`src/rtl/usart_pkg.sv`:
```
// usart_pkg: definitions shared by the usart transmit and receive paths.
//
// Contents:
//   usart_state_t   - serial frame FSM states (IDLE, START, DATA, PARITY, STOP)
//   USART_DATA_BITS - data bits per frame (8)
//   USART_MIN_CPB   - smallest usable clocks-per-bit; lower values are clamped up
package usart_pkg;

    localparam int USART_DATA_BITS = 8;
    localparam int USART_MIN_CPB   = 2;

    typedef enum logic [2:0] {
        IDLE,
        START,
        DATA,
        PARITY,
        STOP
    } usart_state_t;

endpackage

```
`src/rtl/usart_tx_fifo.sv`:
```
// usart_tx_fifo: small synchronous byte FIFO feeding the transmit FSM.
//
// Ports:
//   clock      - system clock, rising edge
//   reset_n    - asynchronous active-low reset; empties the FIFO
//   push       - write push_data (ignored while full)
//   push_data  - entry to write
//   pop        - discard the head entry (ignored while empty)
//   pop_data   - current head entry (valid while !empty)
//   full/empty - occupancy flags
//   count      - current occupancy, 0..DEPTH
//
// DEPTH must be a power of two so the pointers wrap on their own.
module usart_tx_fifo #(
    parameter int DEPTH = 4,
    parameter int WIDTH = 8
) (
    input  logic                     clock,
    input  logic                     reset_n,
    input  logic                     push,
    input  logic [WIDTH-1:0]         push_data,
    input  logic                     pop,
    output logic [WIDTH-1:0]         pop_data,
    output logic                     full,
    output logic                     empty,
    output logic [$clog2(DEPTH):0]   count
);

    localparam int AW = $clog2(DEPTH);
    localparam logic [AW:0]   DEPTH_CNT = (AW + 1)'(DEPTH);
    localparam logic [AW:0]   CNT_ONE   = (AW + 1)'(1);
    localparam logic [AW-1:0] PTR_ONE   = AW'(1);

    logic [WIDTH-1:0] mem [DEPTH];
    logic [AW-1:0]    wr_ptr_reg;
    logic [AW-1:0]    rd_ptr_reg;
    logic [AW:0]      count_reg;
    logic             push_ok;
    logic             pop_ok;

    assign full     = (count_reg == DEPTH_CNT);
    assign empty    = (count_reg == '0);
    assign count    = count_reg;
    assign push_ok  = push && !full;
    assign pop_ok   = pop && !empty;
    // Head is read combinationally so the FSM can load it in the same
    // cycle it pops (needed for gap-free back-to-back frames).
    assign pop_data = mem[rd_ptr_reg];

    // Storage carries no reset; only the pointers define what is valid.
    always_ff @(posedge clock) begin
        if (push_ok) begin
            mem[wr_ptr_reg] <= push_data;
        end
    end

    always_ff @(posedge clock or negedge reset_n) begin
        if (!reset_n) begin
            wr_ptr_reg <= '0;
            rd_ptr_reg <= '0;
            count_reg  <= '0;
        end else begin
            if (push_ok) begin
                wr_ptr_reg <= wr_ptr_reg + PTR_ONE;
            end
            if (pop_ok) begin
                rd_ptr_reg <= rd_ptr_reg + PTR_ONE;
            end
            case ({push_ok, pop_ok})
                2'b10:   count_reg <= count_reg + CNT_ONE;
                2'b01:   count_reg <= count_reg - CNT_ONE;
                default: count_reg <= count_reg;
            endcase
        end
    end

endmodule

```
`src/rtl/usart_tx_buffered.sv`:
```
// usart_tx_buffered: buffered 8N1 serial transmitter, LSB first.
//
// Ports:
//   clock          - system clock, rising edge
//   reset_n        - asynchronous active-low reset; aborts any frame
//   clocks_per_bit - bit period in clocks, sampled at frame start (0/1 -> 2)
//   data_in        - byte to queue
//   data_valid     - data_in is offered this cycle
//   parity_odd     - parity sense, latched at frame start (USART_TX_PARITY_EN only)
//   data_ready     - FIFO can take a byte (!full)
//   tx_pin         - registered serial output, idle high
//   tx_busy        - frame in progress or bytes waiting
//   fifo_count     - current FIFO occupancy
//
// Build option: define USART_TX_PARITY_EN to insert a parity bit between the
// last data bit and the stop bit (frames become 8E1/8O1).
module usart_tx_buffered
    import usart_pkg::*;
#(
    parameter int FIFO_DEPTH = 4,
    parameter int CPB_WIDTH  = 12
) (
    input  logic                          clock,
    input  logic                          reset_n,
    input  logic [CPB_WIDTH-1:0]          clocks_per_bit,
    input  logic [USART_DATA_BITS-1:0]    data_in,
    input  logic                          data_valid,
`ifdef USART_TX_PARITY_EN
    input  logic                          parity_odd,
`endif
    output logic                          data_ready,
    output logic                          tx_pin,
    output logic                          tx_busy,
    output logic [$clog2(FIFO_DEPTH):0]   fifo_count
);

    localparam int BW = $clog2(USART_DATA_BITS);
    localparam logic [CPB_WIDTH-1:0] CPB_MIN  = CPB_WIDTH'(USART_MIN_CPB);
    localparam logic [CPB_WIDTH-1:0] CPB_ONE  = CPB_WIDTH'(1);
    localparam logic [BW-1:0]        LAST_BIT = BW'(USART_DATA_BITS - 1);
    localparam logic [BW-1:0]        BIT_ONE  = BW'(1);

    usart_state_t               state_reg;
    logic [USART_DATA_BITS-1:0] shift_reg;
    logic [BW-1:0]              bit_idx_reg;
    logic [CPB_WIDTH-1:0]       timer_reg;
    logic [CPB_WIDTH-1:0]       cpb_reg;
    logic                       tx_pin_reg;
`ifdef USART_TX_PARITY_EN
    logic                       parity_reg;
`endif

    logic                       fifo_push;
    logic                       fifo_pop;
    logic                       fifo_full;
    logic                       fifo_empty;
    logic [USART_DATA_BITS-1:0] fifo_data;
    logic [CPB_WIDTH-1:0]       cpb_eff;
    logic                       timer_done;

    assign data_ready = !fifo_full;
    assign fifo_push  = data_valid && data_ready;
    assign timer_done = (timer_reg == '0);
    assign cpb_eff    = (clocks_per_bit < CPB_MIN) ? CPB_MIN : clocks_per_bit;
    // A new frame is loaded from IDLE, or on the final stop-bit cycle so the
    // next start bit follows with no idle gap.
    assign fifo_pop   = !fifo_empty &&
                        ((state_reg == IDLE) || ((state_reg == STOP) && timer_done));
    assign tx_pin     = tx_pin_reg;
    assign tx_busy    = (state_reg != IDLE) || !fifo_empty;

    usart_tx_fifo #(
        .DEPTH (FIFO_DEPTH),
        .WIDTH (USART_DATA_BITS)
    ) u_fifo (
        .clock     (clock),
        .reset_n   (reset_n),
        .push      (fifo_push),
        .push_data (data_in),
        .pop       (fifo_pop),
        .pop_data  (fifo_data),
        .full      (fifo_full),
        .empty     (fifo_empty),
        .count     (fifo_count)
    );

    always_ff @(posedge clock or negedge reset_n) begin
        if (!reset_n) begin
            state_reg   <= IDLE;
            shift_reg   <= '0;
            bit_idx_reg <= '0;
            timer_reg   <= '0;
            cpb_reg     <= CPB_MIN;
            tx_pin_reg  <= 1'b1;
`ifdef USART_TX_PARITY_EN
            parity_reg  <= 1'b0;
`endif
        end else begin
            // The line register follows the state one cycle behind; every
            // bit therefore still lasts exactly cpb cycles on the pin, and
            // the start bit appears the edge after the pop.
            case (state_reg)
                START:   tx_pin_reg <= 1'b0;
                DATA:    tx_pin_reg <= shift_reg[0];
`ifdef USART_TX_PARITY_EN
                PARITY:  tx_pin_reg <= parity_reg;
`endif
                default: tx_pin_reg <= 1'b1;
            endcase

            case (state_reg)
                IDLE: begin
                    // Loading is handled by the fifo_pop block below.
                end
                START: begin
                    if (timer_done) begin
                        state_reg   <= DATA;
                        bit_idx_reg <= '0;
                        timer_reg   <= cpb_reg - CPB_ONE;
                    end else begin
                        timer_reg <= timer_reg - CPB_ONE;
                    end
                end
                DATA: begin
                    if (timer_done) begin
                        timer_reg <= cpb_reg - CPB_ONE;
                        shift_reg <= shift_reg >> 1;
                        if (bit_idx_reg == LAST_BIT) begin
`ifdef USART_TX_PARITY_EN
                            state_reg <= PARITY;
`else
                            state_reg <= STOP;
`endif
                        end else begin
                            bit_idx_reg <= bit_idx_reg + BIT_ONE;
                        end
                    end else begin
                        timer_reg <= timer_reg - CPB_ONE;
                    end
                end
`ifdef USART_TX_PARITY_EN
                PARITY: begin
                    if (timer_done) begin
                        state_reg <= STOP;
                        timer_reg <= cpb_reg - CPB_ONE;
                    end else begin
                        timer_reg <= timer_reg - CPB_ONE;
                    end
                end
`endif
                STOP: begin
                    if (!timer_done) begin
                        timer_reg <= timer_reg - CPB_ONE;
                    end else if (fifo_empty) begin
                        state_reg <= IDLE;
                    end
                end
                default: state_reg <= IDLE;
            endcase

            // Frame load overrides whatever the case above chose.
            if (fifo_pop) begin
                state_reg <= START;
                shift_reg <= fifo_data;
                cpb_reg   <= cpb_eff;
                timer_reg <= cpb_eff - CPB_ONE;
`ifdef USART_TX_PARITY_EN
                parity_reg <= (^fifo_data) ^ parity_odd;
`endif
            end
        end
    end

endmodule

```
`config.mk`:
```
export PLATFORM = sky130hd
export DESIGN_NAME = usart_tx_buffered
export DESIGN_NICKNAME = d
export VERILOG_FILES = /design/src/rtl/usart_pkg.sv /design/src/rtl/usart_tx_fifo.sv /design/src/rtl/usart_tx_buffered.sv
export SDC_FILE = /design/constraint.sdc
export NUM_CORES = 1
export LEC_CHECK = 0
export ABC_CLOCK_PERIOD_IN_PS = 3700
export BUFFER_PORTS_ARGS = -buffer_cell sky130_fd_sc_hd__buf_4
export CORE_UTILIZATION = 60
export CTS_CLUSTER_SIZE = 10
export DETAILED_ROUTE_END_ITERATION = 10
export PLACE_DENSITY = 0.85
export SLEW_MARGIN = 10
export SYNTH_ARGS = -nofsm -noshare
export SYNTH_HDL_FRONTEND = slang
export SYNTH_SLANG_ARGS = --single-unit
export TNS_END_PERCENT = 5
```
`constraint.sdc`:
```
create_clock -name clock -period 3.7 [get_ports clock]
set_clock_uncertainty 0.2 [all_clocks]
set_input_delay 0.74 -clock clock [delete_from_list [all_inputs] [get_ports clock]]
set_output_delay 0.74 -clock clock [all_outputs]
set_load 0.1 [all_outputs]
```
## After elaboration in Yosys (flattened, before gate mapping)

Memories as Yosys holds them, arrays and structs flattened.
Index checks and enable logic that the tools add are counted.

| operators by class | value |
|---|---|
| mux-type cells | 23 |
| magnitude comparators | 1 |
| add/sub/neg operators | 8 |
| reductions and logical operators | 23 |
| equal/unequal tests | 17 |

Operator list:

| cell | count |
|---|---|
| $mux 12 | 4 |
| $sub 12x1->12 const B | 3 |
| $mux 3 | 9 |
| $mux 8 | 3 |
| $pmux 12 s2 | 1 |
| $ne 3x2->1 const B | 5 |
| $logic_not 12->1 | 1 |
| $lt 12x2->1 const B | 1 |
| $pmux 3 s2 | 2 |
| $pmux 3 s4 | 1 |
| $eq 3x3->1 const B | 3 |
| $reduce_bool 2->1 | 4 |
| $add 3x1->3 const B | 2 |
| $logic_not 3->1 | 2 |
| $ne 2x2->1 const B | 3 |
| $reduce_and 6->1 | 1 |
| $reduce_bool 3->1 | 2 |
| $logic_and 1x1->1 | 5 |
| $add 2x1->2 const B | 2 |
| $reduce_and 2->1 | 2 |
| $reduce_and 4->1 | 1 |
| $eq 3x1->1 const B | 1 |
| $eq 3x2->1 const B | 1 |
| $ne 3x1->1 const B | 1 |
| 9 further kinds | 12 |

| storage, ports and cells | value |
|---|---|
| output and inout bits | 6 |
| word-level logic and storage cells | 82 |
| input bits | 23 |
| memories | 1 |
| register bits after elaboration | 46 |
| memory bits (writable) | 32 |

Memories:

| memory | depth | bits a word | read ports | clocked after Yosys merged registers in | wr ports | line | source |
|---|---|---|---|---|---|---|---|
| u_fifo.mem | 4 | 8 | 1 | 0 | 1 | usart_tx_fifo.sv:34 | `logic [WIDTH-1:0] mem [DEPTH];` |

## Depth between registers and ports, before layout

Gate-level depths: netlist of the first run.

| logic depth | value |
|---|---|
| word-level depth | 7 |
| gate-level depth with buffers | 13 |

## Hierarchy

Synthesis of the first run repeated with hierarchy kept, for this count alone.

| second synthesis, totals | value |
|---|---|
| cells, all modules | 382 |
| area total of the unflattened synthesis | 4241.6 um^2 |

By module, submodules not included:

| module | area each (um^2) | cells an instance | seq. area each (um^2) | times used |
|---|---|---|---|---|
| usart_tx_buffered | 2657.5 | 302 | 978.4 | 1 |
| usart_tx_fifo | 1584.0 | 80 | 1136.1 | 1 |

## Least setup slack after synthesis of the first run

OpenSTA, ideal clock, no wires.

| path | value |
|---|---|
| path type | register to register |
| from | register u_fifo.count_reg[2], in the netlist u_fifo.count[2] |
| to | register u_fifo.count_reg[2], in the netlist u_fifo.count[2] |
| period minus slack after synthesis | 3.819 ns |
| path buffers | 0 |
| setup time | 0.162 ns |
| data required time | 3.338 ns |
| stages on the path, launching flop included | 10 |
| setup slack | -0.119 ns |
| arrival | 3.456 ns |
| path through | dfrtp_1 > nand3_1 > and2_1 > inv_1 > ha_1 > inv_1 > fa_1 > xor2_1 > nor2_1 > xor2_1 |

| on the way | value |
|---|---|
| word-level cells in the longest chain between the ends | 6 |
| elaborated cells between the ends (all ways) | 14 |
| those cells by class | 2 x add/sub; 3 x eq/ne; 1 x mux; 8 x reduce/logical |

RTL lines:

| what | line | source |
|---|---|---|
| start, declared | usart_tx_fifo.sv:37 | `logic [AW:0] count_reg;` |
| start signal, assigned | usart_tx_fifo.sv:70 | `2'b10: count_reg <= count_reg + CNT_ONE;` |
| start signal, assigned | usart_tx_fifo.sv:71 | `2'b01: count_reg <= count_reg - CNT_ONE;` |
| start signal, assigned | usart_tx_fifo.sv:72 | `default: count_reg <= count_reg;` |
| $eq 3x3->1 (*) | usart_tx_fifo.sv:41 | `assign full = (count_reg == DEPTH_CNT);` |
| $logic_not 1->1 (*) | usart_tx_buffered.sv:61 | `assign data_ready = !fifo_full;` |
| via data_ready | usart_tx_buffered.sv:31 | `output logic data_ready,` |
| $logic_and 1x1->1 | usart_tx_buffered.sv:62 | `assign fifo_push = data_valid && data_ready;` |
| $logic_and 1x1->1 (*) | usart_tx_fifo.sv:44 | `assign push_ok = push && !full;` |
| $eq 2x1->1 or $eq 2x2->1 (tied branches) | usart_tx_fifo.sv:69 | `case ({push_ok, pop_ok})` |
| $pmux 3 s2 or $reduce_bool 2->1 (tied branches) | n/a |  |

Mark *: on every way through the listed nets, which the timed path passes. The rest lies on a longest branch.
A chain may end at the register's enable or synchronous reset.

## Final worst setup path of the first run

| path | value |
|---|---|
| from | register timer_reg[2] |
| to | register u_fifo.count_reg[2], in the netlist u_fifo.count[2] |

| on the way | value |
|---|---|
| word-level cells in the longest chain between the ends | 7 |
| elaborated cells between the ends (all ways) | 9 |
| those cells by class | 2 x eq/ne; 1 x mux; 6 x reduce/logical |

RTL lines:

| what | line | source |
|---|---|---|
| start, declared | usart_tx_buffered.sv:46 | `logic [CPB_WIDTH-1:0] timer_reg;` |
| start signal, assigned | usart_tx_buffered.sv:119 | `timer_reg <= cpb_reg - CPB_ONE;` |
| start signal, assigned | usart_tx_buffered.sv:121 | `timer_reg <= timer_reg - CPB_ONE;` |
| start signal, assigned | usart_tx_buffered.sv:126 | `timer_reg <= cpb_reg - CPB_ONE;` |
| $logic_not 12->1 (*) | usart_tx_buffered.sv:63 | `assign timer_done = (timer_reg == '0);` |
| $logic_and 1x1->1 (*) | usart_tx_buffered.sv:68 | `((state_reg == IDLE) \|\| ((state_reg == STOP) && timer_done));` |
| $logic_or 1x1->1 (*) | usart_tx_buffered.sv:68 |  |
| $logic_and 1x1->1 (*) | usart_tx_buffered.sv:67 | `assign fifo_pop = !fifo_empty &&` |
| $logic_and 1x1->1 (*) | usart_tx_fifo.sv:45 | `assign pop_ok = pop && !empty;` |
| $eq 2x1->1 or $eq 2x2->1 (tied branches) | usart_tx_fifo.sv:69 |  |
| $pmux 3 s2 or $reduce_bool 2->1 (tied branches) | n/a |  |

Mark *: on every way between the ends. The rest lies on a longest branch, timed or not.

==> results.ini, run 1 <==
[routing]
ant_nets=0
drt-total-wl_um=8748
wire_per_inst_um=17.71
viasPerCell=6.206
num_vias=3066
drc=0
drtIter0Drc=238
first_pass_iters=6

[sta]
max_freq_mhz=313.7
period_share_pct=86.16
final-hold-violation-count=0
max_slew_margin_pct=32.01
tns_ns=0
finalCriticalPeriod_ns=3.188
drv_slew=0
worstMarginPinSlew_ns=1.016
rsz0062_at_grt=false
setup_viol=0

[layout]
synthToLayoutAreaGrowth_pct=11.95
num-fill-cells=446
drive_above_1_share_pct=18.47
diodes=0
largest_reg_flops=32
nNetsFinal=447

[critical_path]
startpoint_type=flip-flop
worstSetupEndpointType=flip-flop
arrival_ns=3.26
crit_top_cell=xor2_1
crit_fanout=8
crit_path_top_delay_cell=or4_1
max_stage_delay_ns=0.73
crit_required_ns=3.77
crit_chain=or4_1, o41ai_4, nand3_2, inv_2, ha_1, inv_1, fa_1, xor2_1, nor2_1, xor2_1
worst-setup-path-type=flip-flop to flip-flop

[clocking]
postCtsHoldBufs=0
clk_latency_ns=0.34
postCtsSetupBuffers=0
cts_buffers=9
h-tree-depth=3
clock-sinks=78
ctsRootBufferMaster=clkbuf_8
cts_tree=built
ctsResizeCount=0
cts.clk_slew.worst_paths_ns=0.09
clk_path_buf_depth=2

[synthesis]
syn-instance-count=383
synth_area_per_cell_um2=10.80
ys_seq_area_share_pct=51.13
ys_top_cells_by_count=nand2_1 (71), dfrtp_1 (44), edfxtp_1 (32), nor2_1 (25), xnor2_1 (18)
ys_seq_elements=78
syn-num-nets=418
yosys.area_share.simple_pct=19.24
synth_top_family_by_area=simple AND/OR/NAND/NOR gates
synthAdderAreaFrac_pct=3.812
synthArstFlopShare_pct=58.97
synthFlopType=dfrtp_1
synth_compound_area_share_pct=10.77
netlist_area_mm2=0.004135
synth.top_cell.area_share_pct=26.63
synthTopCellsByArea=dfrtp_1 (27%), edfxtp_1 (23%), nand2_1 (6.4%), mux4_2 (4.4%), xnor2_1 (3.8%)
ys.warnings.count=0
synth_edf_count=32
synth_top_area_cell=dfrtp_1
synthXorXnorAreaFrac_pct=6.142
yosysMostFrequentCell=nand2_1
ys_types=63
synth_mux_area_share_pct=5.900

[global_route]
grt-ovfl-total=0
grt_pass1_vias=3065
track_usage_pct=26.64
grt_max_degree=47
grt_pass1_wl_um=14720
antenna_found_initial=0

[flow_run]
drv_cap=0

[die]
start_util_pct=63.67
rows=29
fp.dieW_um=85.02
pin_count=29
dieArea_mm2=0.007228
die_h_um=85.02
fp.coreArea_mm2=0.006495

[placement]
place_hpwl_um=6236
gp_congestion=0.9339
numPortBuffers=28

[power]
power_density_mw_per_mm2=662.0
vdd.ir_drop.worst_v=0.0004942
p_total_mw=3.065
static-leakage-power_nw=1.848

[run_status]
status=complete, no violations

[min_path]
worstHoldPathType=input pin to asynchronous set/reset pin

## final cells by class
cell class / count / area (µm²) / share of cell area [%]
sequential: 78 / 2115 / 45.68
multi-input combinational: 276 / 1902 / 41.08
timing repair buffer: 32 / 240.2 / 5.189
clock buffer: 9 / 123.9 / 2.676
clock inverter: 7 / 96.34 / 2.081
tap: 77 / 96.34 / 2.081
inverter: 15 / 56.30 / 1.216
## report_power, final
group	switching (mW)	leakage, nW	internal [mW]	total, mW
sequential	0.247	0.839	1.15	1.40
combinational	0.567	0.906	0.401	0.968
clock	0.317	0.102	0.381	0.698
total	1.13	1.85	1.93	3.06
## placed cells by master, fill, tap and decap left out, types with 3 or more instances in the layout
cell and instances:
mux2i_1 3, edfxtp_1 32, o31ai_1 3, nor3b_1 5, o211ai_1 5, mux2_2 3, nand2_1 71, nand3_1 11
clkbuf_8 9, buf_4 32, inv_1 14, a22oi_1 6, o21ai_0 9, ha_1 11, or4_1 6, a21oi_1 11
or2_2 5, o22ai_1 3, mux4_2 8, xnor2_1 18, nor4_1 6, and3_1 4, nor3_1 4, nor2_1 25
xor2_1 11, a31oi_1 7, clkinvlp_4 3, dfrtp_1 44
## critical path: cells and delay by family, from the launching register on
family | cells | cell delay [ns]
and+or+nand+nor | 3 | 1.00
adders and majority gates | 2 | 0.56
AOI/OAI and AO/OA | 1 | 0.48
DFF | 1 | 0.45
xor gates and xnor gates | 2 | 0.29
buffers and inverters | 2 | 0.15
## per-stage QoR
| stage | setup WS (ns) | hold WS [ns] | instance area [µm²] | util, % | instances |
|---|---|---|---|---|---|
| 3_3_place_gp | 0.5229 | 0.2758 | 4409 | 67.89 | 478 |
| 2_1_floorplan | 0.3188 | 0.2444 | 4140 | - | 383 |
| 5_1_grt | 0.3191 | 0.2233 | 4629 | 71.28 | 494 |
| 3_5_place_dp | 0.4041 | 0.2852 | 4409 | 67.89 | 478 |
| 4_1_cts | 0.5089 | 0.2069 | 4629 | 71.28 | 494 |
| 6_report | 0.5119 | 0.1892 | 4629 | 71.28 | 494 |
## logic make-up after synthesis
group	Yosys count
and+or+nand+nor	159
DFF	78
AOI/OAI and AO/OA	62
xor gates and xnor gates	29
buffers and inverters	29
muxes	14
adders and majority gates	12
## path summary, 6_finish.rpt
path / from / endpoint / slack (ns) / cells after the start
max reg2reg: timer_reg[2] / u_fifo.count[2] / 0.51 / 10
max: timer_reg[2] / u_fifo.count[2] / 0.51 / 10
max in group asynchronous: reset_n / timer_reg[2] / 2.70 / 1
min reg2reg: shift_reg[0] / tx_pin / 0.29 / 2
min: reset_n / u_fifo.wr_ptr_reg[1] / 0.19 / 1
min in group clock: shift_reg[0] / tx_pin / 0.29 / 2
## layer usage
layer / global-route usage [%] / share of wire, %
met5: 0 / 0
met4: 10.94 / 1.6
met3: 3.891 / 3.7
met2: 46.55 / 53
met1: 33.44 / 42
Power figures use the tool's default switching activity.
==> inputs of run 2 (changes only) <==
- RECOVER_POWER: not set -> 100
==> run 2 against run 1 <==
The flow now finishes with violations (capacitance limit, slew limit); register-to-register slack lost 0.05 ns; via count grew 0.65%; wire length grew 0.73%; first-iteration DRC count grew 2.9%; combinational power shrank 3.0%; largest power group unchanged.
==> results.ini, run 2 (synthesis results as in run 1) <==
[power]
power_density_mw_per_mm2=666.0  ; +0.60%
static-leakage-power_nw=1.797  ; -2.7%
p_total_mw=3.038  ; -0.87%
vdd.ir_drop.worst_v=0.0004908  ; -0.69%

[clocking]
clock-sinks=78  ; unchanged
clk_path_buf_depth=2  ; unchanged
cts_tree=built
cts_buffers=9  ; unchanged
h-tree-depth=3  ; unchanged
ctsResizeCount=0  ; unchanged
clk_latency_ns=0.35  ; about the same
postCtsHoldBufs=0  ; unchanged
cts.clk_slew.worst_paths_ns=0.09  ; about the same
postCtsSetupBuffers=0  ; unchanged
ctsRootBufferMaster=clkbuf_8

[placement]
gp_congestion=0.9339  ; unchanged
dp.cells=478  ; unchanged
dpl_worst_slack_ns=0.4041  ; unchanged
numPortBuffers=28  ; unchanged
place_hpwl_um=6236  ; unchanged

[critical_path]
arrival_ns=3.32  ; +0.06 ns
worst-setup-path-type=flip-flop to flip-flop
r2r-end=u_fifo.count[2]
r2r-start=timer_reg[2]
critPathCapture=u_fifo.count[2]
startpoint_type=flip-flop
worstSetupEndpointType=flip-flop
crit_fanout=8  ; unchanged
crit_required_ns=3.78  ; about the same
rrSetupSlack_ns=0.46  ; -0.05 ns
rr_worst_depth=10  ; unchanged
startpoint=timer_reg[2]

[sta]
drv_slew=47  ; +47
worstMarginPinSlew_ns=2.469  ; +1.453 ns
max_slew_margin_pct=-64.61  ; -97 points
rsz0062_at_grt=false
final-hold-violation-count=0  ; unchanged
finalCriticalPeriod_ns=3.239  ; +0.05054 ns
period_share_pct=87.53  ; +1.4 points
max_freq_mhz=308.8  ; -1.6%
setup_ws_ns=0.4614  ; -0.05054 ns
tns_ns=0  ; unchanged
setup_viol=0  ; unchanged

[routing]
drt-total-wl_um=8812  ; +0.73%
drc=0  ; unchanged
first_pass_iters=5  ; -1
drtIter0Drc=245  ; +2.9%
ant_nets=0  ; unchanged
viasPerCell=6.247  ; +0.65%
num_vias=3086  ; +0.65%
wire_per_inst_um=17.84  ; +0.73%

[die]
fp.coreArea_mm2=0.006495  ; unchanged
fp.dieW_um=85.02  ; unchanged
dieArea_mm2=0.007228  ; unchanged
start_util_pct=63.67  ; unchanged
rows=29  ; unchanged
die_h_um=85.02  ; unchanged
pin_count=29  ; unchanged

[layout]
largest_reg_flops=32  ; unchanged
num-fill-cells=463  ; +3.8%
final_common_cell=nand2_1
nNetsFinal=447  ; unchanged
diodes=0  ; unchanged
layout_common_cells=nand2_1 (71), dfrtp_1 (44), edfxtp_1 (32)
synthToLayoutAreaGrowth_pct=10.32
layoutNonFillerInstCount=494  ; unchanged
drive_above_1_share_pct=14.15  ; -4.3 points
post-route-util_pct=70.24  ; -1.0 points

[global_route]
grt_pass1_wl_um=14720  ; unchanged
grt-ovfl-total=0  ; unchanged
track_usage_pct=26.64  ; unchanged
grt_pass1_vias=3065  ; unchanged
antenna_found_initial=0  ; unchanged
grt_max_degree=47  ; unchanged

[flow_run]
drv_cap=1  ; +1

[run_status]
violations=capacitance limit, slew limit
status=finished with violations

[min_path]
worstHoldPathType=flip-flop to flip-flop

[run 2: cell types whose count changed in the layout (fill, tap and decap cells not counted), sizes merged]
cell and delta:
clkbuf +16, buf -16
[run 2: area by class of cell]
cell class / count / area [µm²] / area share, %
well taps: 77 / 96.34 / 2.112
inverters: 15 / 56.30 / 1.234
repair buffers: 32 / 182.7 / 4.004
flip-flops and latches: 78 / 2115 / 46.35
clock buffers: 9 / 123.9 / 2.715
multi-input cells: 276 / 1892 / 41.47
clock inverters: 7 / 96.34 / 2.112
[run 2: metal layers]
layer | vias to the layer above | global-route usage (%) | share of wire (%)
li1 | 1447 | - | -
met1 | 1515 | 33.44 | 42
met2 | 107 | 46.55 | 53
met3 | 17 | 3.891 | 3.8
met4 | 0 | 10.94 | 1.7
met5 | - | 0 | 0
[run 2: power by group]
| part | internal [mW] | switching [mW] |
|---|---|---|
| clock network | 0.381 | 0.322 |
| registers | 1.15 | 0.245 |
| logic | 0.376 | 0.562 |
| total | 1.91 | 1.13 |
[run 2: metrics by stage]
step / area, µm² / hold slack [ns]
after CTS: 4629 / 0.2069
after global placement: 4409 / 0.2758
after floorplan: 4140 / 0.2444
final: 4562 / 0.2885
after global routing: 4562 / 0.3201
after detailed placement: 4409 / 0.2852
[run 2: worst min path at each step]
| stage | startpoint | end | cells past startpoint |
|---|---|---|---|
| 2_1_floorplan | reset_n | bit_idx_reg[0] | 0 |
| 6_report | shift_reg[0] | tx_pin | 2 |
| 5_1_grt | shift_reg[0] | tx_pin | 2 |
| 3_5_place_dp | shift_reg[0] | tx_pin | 2 |
| 3_3_place_gp | shift_reg[0] | tx_pin | 2 |
| 4_1_cts | reset_n | u_fifo.count[1] | 1 |
[run 2: critical path, stage by stage, from the launching register on]
cell and delay, ns:
dfrtp_1 0.45, or4_1 0.73, o41ai_4 0.46, nand3_1 0.19, inv_1 0.11, ha_1 0.19
inv_1 0.06, fa_1 0.38, xor2_1 0.15, nor2_1 0.11, xor2_1 0.14
